--- src/rtl/axi_read_arbiter.sv ---
// Two-master / one-slave AXI4 read arbiter with one outstanding burst and rlast/arlen beat checking.
// Define ARB_ROUND_ROBIN_EN to alternate tie priority; otherwise master 1 always wins ties.
module axi_read_arbiter #(
   parameter int ADDR_W = 32,
   parameter int DATA_W = 32,
   parameter int ID_W   = 4,
   parameter int LEN_W  = 8
) (
   input  logic              i_clock,
   input  logic              i_reset,
   // master 0
   input  logic [ADDR_W-1:0] i_m0_araddr,
   input  logic              i_m0_arvalid,
   output logic              o_m0_arready,
   input  logic [ID_W-1:0]   i_m0_arid,
   input  logic [LEN_W-1:0]  i_m0_arlen,
   input  logic [2:0]        i_m0_arsize,
   input  logic [1:0]        i_m0_arburst,
   output logic [DATA_W-1:0] o_m0_rdata,
   output logic [1:0]        o_m0_rresp,
   output logic              o_m0_rvalid,
   output logic              o_m0_rlast,
   output logic [ID_W-1:0]   o_m0_rid,
   input  logic              i_m0_rready,
   // master 1
   input  logic [ADDR_W-1:0] i_m1_araddr,
   input  logic              i_m1_arvalid,
   output logic              o_m1_arready,
   input  logic [ID_W-1:0]   i_m1_arid,
   input  logic [LEN_W-1:0]  i_m1_arlen,
   input  logic [2:0]        i_m1_arsize,
   input  logic [1:0]        i_m1_arburst,
   output logic [DATA_W-1:0] o_m1_rdata,
   output logic [1:0]        o_m1_rresp,
   output logic              o_m1_rvalid,
   output logic              o_m1_rlast,
   output logic [ID_W-1:0]   o_m1_rid,
   input  logic              i_m1_rready,
   // slave
   output logic [ADDR_W-1:0] o_s_araddr,
   output logic              o_s_arvalid,
   output logic [ID_W-1:0]   o_s_arid,
   output logic [LEN_W-1:0]  o_s_arlen,
   output logic [2:0]        o_s_arsize,
   output logic [1:0]        o_s_arburst,
   input  logic              i_s_arready,
   input  logic [DATA_W-1:0] i_s_rdata,
   input  logic [1:0]        i_s_rresp,
   input  logic              i_s_rvalid,
   input  logic              i_s_rlast,
   input  logic [ID_W-1:0]   i_s_rid,
   output logic              o_s_rready,
   // status
   output logic [1:0]        o_grant,
   output logic              o_beat_err
);

   typedef enum logic [1:0] {IDLE, ADDR, DATA} state_t;

   localparam logic [LEN_W-1:0] CNT_MAX = {LEN_W{1'b1}};

   state_t           state_reg, state_next;
   logic [1:0]       grant_reg, grant_next;
   logic [LEN_W-1:0] beat_cnt_reg, beat_cnt_next;
   logic [LEN_W-1:0] beat_limit_reg, beat_limit_next;
   logic             beat_err_reg, beat_err_next;
`ifdef ARB_ROUND_ROBIN_EN
   logic             last_owner_reg, last_owner_next;
`endif

   logic             pick_m1;
   logic             g_arvalid;
   logic [LEN_W-1:0] g_arlen;
   logic             g_rready;
   logic             beat;

   // Tie-break between simultaneous requests.
   always_comb begin
`ifdef ARB_ROUND_ROBIN_EN
      if (i_m0_arvalid && i_m1_arvalid)
         pick_m1 = ~last_owner_reg;
      else
         pick_m1 = i_m1_arvalid;
`else
      pick_m1 = i_m1_arvalid;
`endif
   end

   // Signals of whichever master currently holds the grant.
   always_comb begin
      g_arvalid = 1'b0;
      g_arlen   = '0;
      g_rready  = 1'b0;
      if (grant_reg[1]) begin
         g_arvalid = i_m1_arvalid;
         g_arlen   = i_m1_arlen;
         g_rready  = i_m1_rready;
      end else if (grant_reg[0]) begin
         g_arvalid = i_m0_arvalid;
         g_arlen   = i_m0_arlen;
         g_rready  = i_m0_rready;
      end
   end

   assign beat = (state_reg == DATA) && i_s_rvalid && g_rready;

   always_ff @(posedge i_clock or posedge i_reset) begin
      if (i_reset) begin
         state_reg      <= IDLE;
         grant_reg      <= 2'b00;
         beat_cnt_reg   <= '0;
         beat_limit_reg <= '0;
         beat_err_reg   <= 1'b0;
`ifdef ARB_ROUND_ROBIN_EN
         last_owner_reg <= 1'b1;
`endif
      end else begin
         state_reg      <= state_next;
         grant_reg      <= grant_next;
         beat_cnt_reg   <= beat_cnt_next;
         beat_limit_reg <= beat_limit_next;
         beat_err_reg   <= beat_err_next;
`ifdef ARB_ROUND_ROBIN_EN
         last_owner_reg <= last_owner_next;
`endif
      end
   end

   always_comb begin
      state_next      = state_reg;
      grant_next      = grant_reg;
      beat_cnt_next   = beat_cnt_reg;
      beat_limit_next = beat_limit_reg;
      beat_err_next   = beat_err_reg;
`ifdef ARB_ROUND_ROBIN_EN
      last_owner_next = last_owner_reg;
`endif
      case (state_reg)
         IDLE: begin
            if (i_m0_arvalid || i_m1_arvalid) begin
               grant_next = {pick_m1, ~pick_m1};
               state_next = ADDR;
            end
         end
         ADDR: begin
            // A master withdrawing arvalid before acceptance loses its grant.
            if (!g_arvalid) begin
               grant_next = 2'b00;
               state_next = IDLE;
            end else if (i_s_arready) begin
               beat_limit_next = g_arlen;
               beat_cnt_next   = '0;
               state_next      = DATA;
            end
         end
         DATA: begin
            if (beat) begin
               if (beat_cnt_reg != CNT_MAX)
                  beat_cnt_next = beat_cnt_reg + 1'b1;
               if (i_s_rlast) begin
                  if (beat_cnt_reg != beat_limit_reg)
                     beat_err_next = 1'b1;
                  grant_next = 2'b00;
                  state_next = IDLE;
`ifdef ARB_ROUND_ROBIN_EN
                  last_owner_next = grant_reg[1];
`endif
               end else if (beat_cnt_reg == beat_limit_reg) begin
                  // Final expected beat came without rlast; keep waiting for it.
                  beat_err_next = 1'b1;
               end
            end
         end
         default: begin
            grant_next = 2'b00;
            state_next = IDLE;
         end
      endcase
   end

   always_comb begin
      o_m0_arready = 1'b0;
      o_m1_arready = 1'b0;
      o_s_arvalid  = 1'b0;
      o_s_araddr   = '0;
      o_s_arid     = '0;
      o_s_arlen    = '0;
      o_s_arsize   = '0;
      o_s_arburst  = '0;
      o_m0_rdata   = '0;
      o_m0_rresp   = '0;
      o_m0_rvalid  = 1'b0;
      o_m0_rlast   = 1'b0;
      o_m0_rid     = '0;
      o_m1_rdata   = '0;
      o_m1_rresp   = '0;
      o_m1_rvalid  = 1'b0;
      o_m1_rlast   = 1'b0;
      o_m1_rid     = '0;
      o_s_rready   = 1'b0;
      if (state_reg == ADDR) begin
         o_s_arvalid = g_arvalid;
         if (grant_reg[1]) begin
            o_m1_arready = i_s_arready;
            o_s_araddr   = i_m1_araddr;
            o_s_arid     = i_m1_arid;
            o_s_arlen    = i_m1_arlen;
            o_s_arsize   = i_m1_arsize;
            o_s_arburst  = i_m1_arburst;
         end else if (grant_reg[0]) begin
            o_m0_arready = i_s_arready;
            o_s_araddr   = i_m0_araddr;
            o_s_arid     = i_m0_arid;
            o_s_arlen    = i_m0_arlen;
            o_s_arsize   = i_m0_arsize;
            o_s_arburst  = i_m0_arburst;
         end
      end
      if (state_reg == DATA) begin
         o_s_rready = g_rready;
         if (grant_reg[1]) begin
            o_m1_rdata  = i_s_rdata;
            o_m1_rresp  = i_s_rresp;
            o_m1_rvalid = i_s_rvalid;
            o_m1_rlast  = i_s_rlast;
            o_m1_rid    = i_s_rid;
         end else if (grant_reg[0]) begin
            o_m0_rdata  = i_s_rdata;
            o_m0_rresp  = i_s_rresp;
            o_m0_rvalid = i_s_rvalid;
            o_m0_rlast  = i_s_rlast;
            o_m0_rid    = i_s_rid;
         end
      end
   end

   assign o_grant    = grant_reg;
   assign o_beat_err = beat_err_reg;

endmodule
--- config.mk ---
export PLATFORM = sky130hd
export DESIGN_NAME = axi_read_arbiter
export DESIGN_NICKNAME = d
export VERILOG_FILES = /design/src/rtl/axi_read_arbiter.sv
export SDC_FILE = /design/constraint.sdc
export NUM_CORES = 1
export LEC_CHECK = 0
export BUFFER_PORTS_ARGS = -buffer_cell sky130_fd_sc_hd__buf_2
export CORE_AREA = 2 2 108 110
export CTS_CLUSTER_SIZE = 16
export DETAILED_ROUTE_END_ITERATION = 7
export DIE_AREA = 0 0 110 112
export GPL_TIMING_DRIVEN = 0
export SLEW_MARGIN = 20
export SYNTH_ARGS = -nofsm -noshare
export SYNTH_HDL_FRONTEND = slang
export SYNTH_SLANG_ARGS = --single-unit
export TNS_END_PERCENT = 30
--- constraint.sdc ---
create_clock -name i_clock -period 2.08 [get_ports i_clock]
set_input_delay 0.208 -clock i_clock [delete_from_list [all_inputs] [get_ports i_clock]]
set_output_delay 0.208 -clock i_clock [all_outputs]
set_load 0.02 [all_outputs]
==> impl_metrics.csv <==
group,metric,value,unit
synthesis,netlist_top_cells_count,"and3_1 (79), a22o_1 (42), clkbuf_1 (28)",
floorplan,die_h,112,um
finish,nets,723,
routing,final_antenna_net_count,0,
finish,fill_cells,1181,
setup_path,cp_data_arrival_time,1.80,ns
synthesis,synthTopCellsByArea,"dfrtp_1 (23%), and3_1 (22%), a22o_1 (16%)",
setup_path,path_class,"reg -> out",
routing,dr_total_vias,3578,
worst_hold_path,min_path_type,"in -> async",
sta,setup_ws,0.06844,ns
synthesis,ys_types,38,
sta,setup_violations,0,
power_and_ir_drop,powerDensity,945.0,mW/mm^2
place,placed_area,0.003819,sq mm
clock_network,clock-sinks,21,
sta,whs,0.09886,ns
grt,track_usage,20.06,%
finish,design_area,0.004026,sq mm
setup_path,crit_fanout,10,
floorplan,rows,39,
clock_network,numCtsBuffers,3,
sta,drv_slew,0,
synthesis,synthArstFlopShare,100.0,%
floorplan,die_x,110,um
synthesis,synth-edff-count,0,
grt,grt_antenna_before_repair,0,
sta,period_minus_slack,2.012,ns
synthesis,synth_nets,436,
grt,grt_pass1_wl,18670,um
sta,tightestPinTransition,0.8163,ns
synthesis,synth_seq_area_share,23.48,%
setup_path,critPathLaunch,"o_grant[1]$_DFFE_PP0P_",
routing,viasPerCell,4.976,
synthesis,ys_ff_latch,21,
routing,wl,13390,um
floorplan,ios,281,
floorplan,start_util,20.03,%
grt,grt_pass1_vias,3240,
power_and_ir_drop,vdd_drop_max,0.0004067,V
synthesis,syn_area_per_cell,7.719,sq um
finish,syn2layout_area_growth,79.88,%
routing,wl_per_cell,18.63,um
setup_path,critPathLaunchType,"flop",
run,cap_viol_max_count,0,
place,place_congestion,1.001,
finish,diodes,0,
sta,timing.final.crit_share,96.71,%
synthesis,yosys_warnings,0,
synthesis,postSynthCellCount,290,
clock_network,cts_tree,"yes",
place,dp_hpwl,11440,um
power_and_ir_drop,total_power,3.805,mW
routing,route.detailed.drc,0,
sta,max_freq,0.4971,GHz
clock_network,root_buffer,"clkbuf_16",
floorplan,die-area,0.01232,sq mm
synthesis,synth_area,0.002238,sq mm
grt,grt_max_degree,22,
synthesis,synth_top_area_share,23.48,%
setup_path,timing.rr.start,"beat_cnt_reg[0]$_DFFE_PP0P_",
power_and_ir_drop,leakage,2.688,nW
finish,final_core_util,36.03,%
finish,drive_above_1_share,55.90,%
routing,drtPass1Iterations,5,
grt,overflow,0,
sta,hold_violations,0,
clock_network,clk_pin_slew,0.06,ns
sta,relSlewSlack,45.52,%
routing,drtIter0Drc,112,
place,port_buffers,280,
synthesis,yosysMostFrequentCell,"and3_1",
clock_network,clk_path_buf_depth,2,
clock_network,cts_max_level,1,
status,status,"finished clean",
place,pre_cts_ws,-0.2589,ns
setup_path,cp-end-kind,"output pin",
synthesis,yosys.area.top_type,"dfrtp_1",
synthesis,synthFlopType,"dfrtp_1",
clock_network,clk_latency,0.26,ns
setup_path,crit_required,1.87,ns
floorplan,core,0.01117,sq mm
sta,rsz0062_at_grt,"false",
sta,fin_skew,0.003702,ns
critical path, cell delays in order (launching register included):
cell and delay, ns:
dfrtp_2 0.49, inv_4 0.11, nand2_1 0.12, nor2_4 0.21, clkbuf_8 0.20, a22o_1 0.21
buf_2 0.19
worst paths after layout:
| path | cells after the start | slack [ns] | endpoint |
|---|---|---|---|
| min in group i_clock | 2 | 0.17 | state_reg[0]$_DFFE_PP0P_ |
| max | 6 | 0.07 | o_s_arid[2] |
| max in group asynchronous | 2 | 1.43 | o_grant[0]$_DFFE_PP0P_ |
| max reg2reg | 5 | 0.14 | beat_cnt_reg[7]$_DFFE_PP0P_ |
| min | 2 | 0.1 | o_grant[1]$_DFFE_PP0P_ |
| min reg2reg | 1 | 0.48 | o_beat_err$_DFFE_PP0P_ |
cells by family after synthesis:
family          Yosys count  synth area share [%]
flops                    21                 23.48
fa+ha+maj                 1                0.5589
mux                       2                 1.006
simple gates            140                 36.22
compound gates           80                 28.73
xor+xnor                  8                 3.130
buf+inv                  38                 6.875
through the flow:
stage,setup TNS (ns),cells
final,0,719
after global routing,0,719
after CTS,0,719
after detailed placement,-5.952,713
after global placement,-3.771,713
after floorplan,0,290
power breakdown:
| part | switching [mW] | internal [mW] | leakage, nW |
|---|---|---|---|
| registers | 0.125 | 0.524 | 0.276 |
| clock network | 0.161 | 0.261 | 0.0371 |
| logic | 1.74 | 0.992 | 2.38 |
| total | 2.03 | 1.78 | 2.69 |
what timing repair did:
action                     in CTS  in global routing
gates cloned                    0                  0
gates resized for setup        31                 20
hold buffers                    0                  0
buffers inserted                2                  0
pin swaps                       1                  1
setup endpoints to repair     125                 71
metal layers:
layer	GRT usage, %	up-vias	routed length [um]
met5	0	-	0
li1	-	1682	-
met1	29.82	1698	5986
met4	3.544	0	191
met2	31.53	183	6401
met3	1.932	15	813
final cells by class:
type | instances | area [sq um] | share of cell area (%)
multi-input cells | 231 | 1603 | 39.81
repair buffers | 282 | 1434 | 35.61
flip-flops and latches | 21 | 528.0 | 13.11
well taps | 143 | 178.9 | 4.444
plain buffers | 32 | 175.2 | 4.351
clock buffers | 3 | 75.07 | 1.865
inverters | 6 | 25.02 | 0.6215
clock inverters | 1 | 7.507 | 0.1865
placed cells by master, fill, tap and decap left out, types with 2 or more instances in the layout:
| cell | instances |
|---|---|
| a221o_1 | 4 |
| a211o_1 | 3 |
| mux2_2 | 2 |
| nand2_1 | 16 |
| dfrtp_1 | 19 |
| a22o_1 | 41 |
| buf_4 | 7 |
| inv_1 | 5 |
| a21o_1 | 2 |
| o21a_1 | 2 |
| buf_2 | 282 |
| nand3_1 | 5 |
| a22oi_1 | 8 |
| and2_1 | 2 |
| nor2_4 | 2 |
| nor4_1 | 4 |
| nor3_1 | 7 |
| clkbuf_16 | 3 |
| a21oi_1 | 3 |
| xor2_1 | 8 |
| clkbuf_1 | 10 |
| o21ai_0 | 10 |
| nor2b_1 | 2 |
| and3_1 | 79 |
| nand3b_1 | 2 |
| dfrtp_2 | 2 |
| clkbuf_2 | 11 |
| nor2_1 | 13 |
| nand2b_4 | 2 |
Note: power is estimated with default switching activity, not from simulation.
